==> config.mk <==
export PLATFORM = sky130hd
export DESIGN_NAME = riscv_mem_arbiter
export DESIGN_NICKNAME = d
export VERILOG_FILES = /design/src/rtl/riscv_mem_arbiter_pkg.sv /design/src/rtl/riscv_arb_timer.sv /design/src/rtl/riscv_mem_arbiter.sv
export SDC_FILE = /design/constraint.sdc
export NUM_CORES = 1
export LEC_CHECK = 0
export BUFFER_PORTS_ARGS = -buffer_cell sky130_fd_sc_hd__buf_2
export CORE_MARGIN = 10
export CORE_UTILIZATION = 45
export DETAILED_ROUTE_END_ITERATION = 8
export PLACE_DENSITY = 0.79
export SLEW_MARGIN = 20
export SYNTH_ARGS = -nofsm -noshare
export SYNTH_HDL_FRONTEND = slang
export SYNTH_SLANG_ARGS = --single-unit
==> constraint.sdc <==
create_clock -name clk_i -period 1.75 [get_ports clk_i]
set_input_delay 0.0875 -clock clk_i [delete_from_list [all_inputs] [get_ports clk_i]]
set_output_delay 0.0875 -clock clk_i [all_outputs]
set_load 0.02 [all_outputs]
==> src/rtl/riscv_mem_arbiter_pkg.sv <==
// Shared types and constants for the IF/MEM memory arbiter.
package riscv_mem_arbiter_pkg;

  typedef enum logic [1:0] {
    ARB_IDLE   = 2'd0,
    ARB_BUSY_I = 2'd1,
    ARB_BUSY_D = 2'd2
  } arb_state_t;

  // Instruction returned to the fetch port when an access is aborted (addi x0,x0,0).
  localparam logic [31:0] ARB_NOP = 32'h0000_0013;

endpackage

==> src/rtl/riscv_arb_timer.sv <==
// Watchdog counter for an outstanding memory access.
// Clears on the grant edge, counts busy cycles without ack, and flags
// expiry on the TO_CYC-th busy cycle so the arbiter can abort on that edge.
module riscv_arb_timer
  import riscv_mem_arbiter_pkg::*;
#(
  parameter int TO_CYC = 255,
  parameter int TO_W   = 8
) (
  input  logic clk,
  input  logic rst,
  input  logic clear,
  input  logic enable,
  output logic expire
);

  logic [TO_W-1:0] count;

  // Busy-cycle counter, restarted whenever a new access is granted.
  always_ff @(posedge clk) begin
    if (rst || clear) begin
      count <= '0;
    end else if (enable) begin
      count <= count + 1'b1;
    end
  end

  assign expire = enable && (count == TO_W'(TO_CYC - 1));

endmodule

==> src/rtl/riscv_mem_arbiter.sv <==
// Arbiter sharing one single-port memory between instruction fetch and data ports.
// Data requests win over fetches; each access passes through IDLE, giving one bubble
// between back-to-back accesses. Optional access watchdog: RISCV_ARB_TIMEOUT_EN.
module riscv_mem_arbiter
  import riscv_mem_arbiter_pkg::*;
#(
  parameter int DW     = 32,
  parameter int AW     = 32,
  parameter int TO_CYC = 255,
  parameter int TO_W   = 8
) (
  input  logic          clk_i,
  input  logic          rst_i,
  input  logic          if_req_i,
  input  logic [AW-1:0] if_addr_i,
  output logic [DW-1:0] if_data_o,
  output logic          if_valid_o,
  output logic          if_stall_o,
  input  logic          d_rd_en_i,
  input  logic          d_wr_en_i,
  input  logic [AW-1:0] d_addr_i,
  input  logic [DW-1:0] d_wdata_i,
  output logic [DW-1:0] d_rdata_o,
  output logic          d_valid_o,
  output logic          d_stall_o,
  output logic          mem_req_o,
  output logic          mem_we_o,
  output logic [AW-1:0] mem_addr_o,
  output logic [DW-1:0] mem_wdata_o,
  input  logic [DW-1:0] mem_rdata_i,
  input  logic          mem_ack_i,
  output logic          err_o
);

  arb_state_t    state, state_next;
  logic          req_next, we_next;
  logic [AW-1:0] addr_next;
  logic [DW-1:0] wdata_next, if_data_next, d_rdata_next;
  logic          if_valid_next, d_valid_next;
  logic          cancel, cancel_next;

  logic d_req, busy, port_req, cancel_now, done, abort, finish, expire;

  assign d_req      = d_rd_en_i | d_wr_en_i;
  assign busy       = (state != ARB_IDLE);
  assign port_req   = (state == ARB_BUSY_I) ? if_req_i : d_req;
  // A flush seen on any busy cycle, including the ack cycle, kills the valid pulse.
  assign cancel_now = cancel | (busy & ~port_req);
  assign done       = busy & mem_ack_i;
  assign abort      = busy & ~mem_ack_i & expire;
  assign finish     = done | abort;

  assign if_stall_o = if_req_i & ~if_valid_o;
  assign d_stall_o  = d_req & ~d_valid_o;

`ifdef RISCV_ARB_TIMEOUT_EN
  logic grant;
  logic timer_en;

  assign grant    = (state == ARB_IDLE) & (d_req | if_req_i);
  assign timer_en = busy & ~mem_ack_i;

  riscv_arb_timer #(
    .TO_CYC (TO_CYC),
    .TO_W   (TO_W)
  ) u_timer (
    .clk    (clk_i),
    .rst    (rst_i),
    .clear  (grant),
    .enable (timer_en),
    .expire (expire)
  );

  // Sticky error flag: only a reset clears a recorded timeout.
  always_ff @(posedge clk_i) begin
    if (rst_i) begin
      err_o <= 1'b0;
    end else if (abort) begin
      err_o <= 1'b1;
    end
  end
`else
  assign expire = 1'b0;
  assign err_o  = 1'b0;
`endif

  // State, memory-side and response registers; reset abandons any access in flight.
  always_ff @(posedge clk_i) begin
    if (rst_i) begin
      state       <= ARB_IDLE;
      cancel      <= 1'b0;
      mem_req_o   <= 1'b0;
      mem_we_o    <= 1'b0;
      mem_addr_o  <= '0;
      mem_wdata_o <= '0;
      if_data_o   <= '0;
      d_rdata_o   <= '0;
      if_valid_o  <= 1'b0;
      d_valid_o   <= 1'b0;
    end else begin
      state       <= state_next;
      cancel      <= cancel_next;
      mem_req_o   <= req_next;
      mem_we_o    <= we_next;
      mem_addr_o  <= addr_next;
      mem_wdata_o <= wdata_next;
      if_data_o   <= if_data_next;
      d_rdata_o   <= d_rdata_next;
      if_valid_o  <= if_valid_next;
      d_valid_o   <= d_valid_next;
    end
  end

  // Grant selection in IDLE, completion/abort handling while busy.
  always_comb begin
    state_next    = state;
    cancel_next   = cancel;
    req_next      = mem_req_o;
    we_next       = mem_we_o;
    addr_next     = mem_addr_o;
    wdata_next    = mem_wdata_o;
    if_data_next  = if_data_o;
    d_rdata_next  = d_rdata_o;
    if_valid_next = 1'b0;
    d_valid_next  = 1'b0;

    case (state)
      ARB_IDLE: begin
        cancel_next = 1'b0;
        if (d_req) begin
          state_next = ARB_BUSY_D;
          req_next   = 1'b1;
          we_next    = d_wr_en_i;
          addr_next  = d_addr_i;
          wdata_next = d_wdata_i;
        end else if (if_req_i) begin
          state_next = ARB_BUSY_I;
          req_next   = 1'b1;
          we_next    = 1'b0;
          addr_next  = if_addr_i;
          wdata_next = '0;
        end
      end
      ARB_BUSY_I: begin
        cancel_next = cancel_now;
        if (finish) begin
          state_next    = ARB_IDLE;
          req_next      = 1'b0;
          if_data_next  = done ? mem_rdata_i : DW'(ARB_NOP);
          if_valid_next = ~cancel_now;
        end
      end
      ARB_BUSY_D: begin
        cancel_next = cancel_now;
        if (finish) begin
          state_next   = ARB_IDLE;
          req_next     = 1'b0;
          if (!mem_we_o) begin
            d_rdata_next = done ? mem_rdata_i : '0;
          end
          d_valid_next = ~cancel_now;
        end
      end
      default: begin
        state_next = ARB_IDLE;
        req_next   = 1'b0;
      end
    endcase
  end

endmodule

=== Word level (Yosys, flattened, before mapping) ===
Cells that the tools add are included.

* Flip-flop bits (word level): 135
* Latch bits: 0
* RAM bits: 0
* Memory bits (read-only): 0
* Logic and storage cells: 55
* Memories: 0

* Add/subtract/negate cells: 0
* Multipliers: 0
* Divide/modulo/power cells: 0
* $lt $le $gt $ge: 0
* Equal/unequal tests: 4
* Shift-type cells: 0
* Muxes and demuxes: 17
* Bitwise logic cells: 13
* Reductions and logical operators: 11

{| class="wikitable"
|+ Operator list
! operator !! count
|-
| 2-to-1 mux 32 bit || 4
|-
| 2-to-1 mux 1 bit || 7
|-
| NOT 1 bit || 7
|-
| 2-to-1 mux 2 bit || 3
|-
| AND reduction 2 bit || 3
|-
| nonzero test 2 bit || 3
|-
| OR reduction 2 bit || 3
|-
| bitwise AND 1 bit || 4
|-
| case mux 1 bit (2 select lines) || 2
|-
| case mux 2 bit (2 select lines) || 1
|-
| != test 3 bit, second input constant || 1
|-
| AND reduction 3 bit || 1
|-
| equality test 2 x 1 -> 1 bit, second input constant || 1
|-
| equality test 2 bit, second input constant || 1
|-
| logical NOT 2 bit || 1
|-
| != test 2 x 1 -> 1 bit, second input constant || 1
|-
| OR 1 bit || 2
|}

=== Depth between registers and ports, before layout ===
* Word-level depth: 7
* Depth in mapped cells: 7

=== Worst setup path after synthesis ===
OpenSTA, ideal clock, no wires.

* Path type: register -> register
* Start: reg state[0]
* End: reg state[1]
* Library setup time: 0.087 ns
* Data arrival time: 1.491 ns
* Required time: 1.663 ns
* Setup slack: 0.172 ns
* Cell stages (with the launch flop): 5
* Path buffers: 0
* Period minus slack after synthesis: 1.578 ns
* Cell sequence: dfxtp_1 > inv_1 > ha_1 > or4b_2 > o31ai_1

* Cells in the longest elaborated chain, start to end: 4
* Elaborated cells between the ends (all ways): 10

{| class="wikitable"
|+ Ends and longest elaborated chain
! element !! line !! source
|-
| start: declaration || riscv_mem_arbiter.sv:35 || <nowiki>arb_state_t state, state_next;</nowiki>
|-
| start signal: assignment || riscv_mem_arbiter.sv:101 || <nowiki>state <= state_next;</nowiki>
|-
| equality test 2 x 1 -> 1 bit (tied with other cells) || riscv_mem_arbiter.sv:127 || <nowiki>case (state)</nowiki>
|-
| OR reduction 2 bit (no line) or bitwise AND 1 bit (tied branches) || -- ||
|-
| != test 2 x 1 -> 1 bit (no line) || -- ||
|-
| AND reduction 2 bit (no line) || -- ||
|}

Parallel ways exist; a longest one is shown, timed or not.
A chain may end at the register's enable or synchronous reset.

=== Worst setup path after layout ===
* Start: reg state[0]
* End: reg mem_addr_o[18]

* Cells in the longest elaborated chain, start to end: 2

{| class="wikitable"
|+ Ends and longest elaborated chain
! element !! line !! source
|-
| logical NOT 2 bit || riscv_mem_arbiter.sv:127 ||
|-
| AND reduction 2 bit (no line) || -- ||
|-
| end signal: assignment || riscv_mem_arbiter.sv:105 || <nowiki>mem_addr_o <= addr_next;</nowiki>
|-
| end: declaration || riscv_mem_arbiter.sv:28 || <nowiki>output logic [AW-1:0] mem_addr_o,</nowiki>
|}

Every way passes these cells.

==> results.sh <==
export IMPL_hold_start="d_addr_i[28]"
export IMPL_synth_compound_area_share_pct=24.3
export IMPL_synthDistinctLibCells=34
export IMPL_r2r_end="mem_addr_o[18]"
export IMPL_row_count=39
export IMPL_grt_setup_unrepaired="no"
export IMPL_pwr_share_clk_pct=32.7
export IMPL_outcome="finished clean"
export IMPL_grt_pass1_wl_mm=31.7
export IMPL_dp_final_hpwl_mm=12.4
export IMPL_wl_mm=20.7
export IMPL_grt_max_degree=44
export IMPL_fp_dieH_um=128
export IMPL_core_sq_um=11400
export IMPL_fin_crit_sh_pct=95.0
export IMPL_maxCapViolCount=0
export IMPL_power_density_nw_per_um2=1250
export IMPL_nFillCells=753
export IMPL_ctsHtreeMaxLevel=4
export IMPL_antenna_found_initial=1
export IMPL_grt_ovfl_total=0
export IMPL_synth_area_per_cell_sq_um=9.05
export IMPL_boundaryPins=269
export IMPL_r2r_cells=7
export IMPL_cp_end_kind="flop"
export IMPL_ys_ff_latch=135
export IMPL_ys_flop_type="dfxtp_1"
export IMPL_area_growth_pct=63.9
export IMPL_crit_end="mem_addr_o[18]"
export IMPL_finClkSkew_ns=0.00795
export IMPL_clock_latency_ns=0.41
export IMPL_grt_total_usage_pct=24.1
export IMPL_register_area_sq_um=2700
export IMPL_numCtsBuffers=17
export IMPL_path_max_fanout=23
export IMPL_synth_nets=717
export IMPL_slew_headroom_pct=41.9
export IMPL_seqPwrFrac_pct=35.4
export IMPL_ant_nets=0
export IMPL_seq_area_frac_synth_pct=51.7
export IMPL_vdd_ir_drop_max_uv=1270
export IMPL_synthMuxAreaShare_pct=0.574
export IMPL_synth_simple_gate_area_share_pct=16.8
export IMPL_p_int_w=0.00724
export IMPL_slew_violations=0
export IMPL_drt_iter0_drc=476
export IMPL_dr_pass1_iters=5
export IMPL_synthAdderAreaFrac_pct=1.20
export IMPL_cts_root_buf="clkbuf_16"
export IMPL_synth_edff_count=0
export IMPL_r2r_start="state[0]"
export IMPL_r2r_setup_slack_ns=0.09
export IMPL_synth_xor_area_share_pct=0
export IMPL_synth_cells=578
export IMPL_start_kind="flop"
export IMPL_detail_route_vias_per_cell=5.26
export IMPL_p_sw_w=0.00349
export IMPL_dp_cells=956
export IMPL_netlist_area_sq_um=5230
export IMPL_period_needed_ns=1.66
export IMPL_cts_tree="built"
export IMPL_swShare_pct=32.5
export IMPL_cts_sinks=135
export IMPL_dieWidth_um=128
export IMPL_fmax_mhz=601
export IMPL_dieArea_sq_um=16300
export IMPL_synthArstFlopShare_pct=0
export IMPL_final_cell_mix="buf_2 (266), nand2_1 (160), dfxtp_1 (135)"
export IMPL_path_class="reg -> reg"
export IMPL_clock_path_buffers=2
export IMPL_p_leak_nw=3.86
export IMPL_hp_class="in -> reg"
export IMPL_nNetsFinal=1094
export IMPL_initial_utilization_pct=45.8
export IMPL_stdcell_count=1114
export IMPL_tns_ns=0
export IMPL_required_ns=2.06
export IMPL_synth_warnings=0
export IMPL_power_total_w=0.0107
export IMPL_multi_input_area_sq_um=2300
export IMPL_cp_arrival_ns=1.97
export IMPL_drc=0
export IMPL_synth_top_family_by_area="compound AO/OA/AOI/OAI gates"
export IMPL_wl_per_cell_um=18.6
export IMPL_final_layout_size_suffix_gt1_share_pct=37.3
export IMPL_hold_viol=0
export IMPL_vias=5858
export IMPL_p_comb_share_pct=31.9
export IMPL_grt_pass1_vias=6019
export IMPL_portBuffers=267
export IMPL_setup_viol=0
export IMPL_gp_congestion=0.818
export IMPL_clk_pin_slew_ns=0.05
export IMPL_max_slew_worst_pin_slew_ns=0.868
export IMPL_final_common_cell="buf_2"
export IMPL_cp_startpoint="state[0]"
==> through the flow <==
stage	instance area [sq um]	setup WS, ns	hold slack, ns	util [%]
after floorplan	5230	0.172	0.220	-
after global placement	6690	-0.192	0.303	58.6
after detailed placement	6690	-0.186	0.309	58.6
after CTS	8510	0.00982	0.0000860	74.5
after global routing	8570	0.0000642	0.0222	75.0
final	8570	0.0871	0.0194	75.1
==> power groups by stage <==
stage	logic, W	registers [W]	clock network (W)
2_1_floorplan	0.00143	0.00436	0
3_3_place_gp	0.00285	0.00381	0
3_5_place_dp	0.00291	0.00382	0
4_1_cts	0.00327	0.00376	0.00357
5_1_grt	0.00366	0.00384	0.00369
6_report	0.00342	0.00379	0.00351
==> sequential cells by signal (all words and copies together) (netlist names) <==
| signal | flops |
|---|---|
| cancel | 1 |
| d_rdata_o | 32 |
| d_valid_o | 1 |
| if_data_o | 32 |
| if_valid_o | 1 |
| mem_addr_o | 32 |
| mem_req_o | 1 |
| mem_wdata_o | 32 |
| mem_we_o | 1 |
| state | 2 |
==> worst max-delay path, cell delays in order (launching register included) <==
cell and delay (ns):
dfxtp_1 0.31, inv_1 0.07, ha_2 0.22, o31a_2 0.22, buf_12 0.20, buf_16 0.18, nor2_1 0.08, a311oi_2 0.27
==> metal layers <==
layer	track usage (%)	wire [um]	up-vias
li1	-	-	2755
met1	25.6	7830	2736
met2	41.4	10500	308
met3	7.61	1590	59
met4	13.4	841	0
met5	0	0	-
==> cell families after synthesis <==
family	Yosys count
adder cells (fa/ha/maj)	5
flip-flops	135
other	1
AND/OR/NAND/NOR	213
multiplexers	3
AO/OA/AOI/OAI	166
buffers and inverters	55
==> worst min path at each step <==
stage | endpoint | slack [ns] | cells after the start
4_1_cts | mem_addr_o[28] | 0.00009 | 3
6_report | mem_addr_o[28] | 0.02 | 3
5_1_grt | mem_addr_o[0] | 0.02 | 3
3_5_place_dp | mem_wdata_o[24] | 0.31 | 2
3_3_place_gp | mem_wdata_o[28] | 0.30 | 2
2_1_floorplan | mem_wdata_o[10] | 0.22 | 1
==> cells in the mapped netlist, types with 2 or more instances <==
cell        n  share of area [%]
nand2_1   160                 11
dfxtp_1   135                 52
a21oi_1    65                6.2
nor2_1     34                2.4
a22o_1     32                5.4
o21ai_0    32                3.1
a311oi_2   30                8.6
clkbuf_1   28                2.0
buf_2      14                1.3
buf_4       5               0.72
buf_6       5                1.1
ha_1        5                1.2
inv_1       3               0.22
mux2i_1     3               0.57
nor3_1      3               0.29
a311oi_1    2               0.33
nand2b_1    2               0.24
nand3b_1    2               0.29
nor3b_1     2               0.29
nor4bb_1    2               0.38
==> repair_timing <==
action / CTS / global route
endpoints found under the hold margin: 130 / 0
buffers inserted: 0 / 4
gates cloned: 2 / 0
gates resized for setup: 2 / 6
endpoints found under the setup margin: 38 / 118
hold buffers: 117 / 0
==> layout make-up <==
| class | count | share of cell area (%) |
|---|---|---|
| multi-input cells | 389 | 26.9 |
| flip-flops and latches | 135 | 31.5 |
| diodes | 3 | 0.0876 |
| inverters | 3 | 0.131 |
| clock inverters | 9 | 1.14 |
| repair buffers | 409 | 32.5 |
| well taps | 143 | 2.09 |
| clock buffers | 23 | 5.69 |
(Power assumes the default switching activity.)
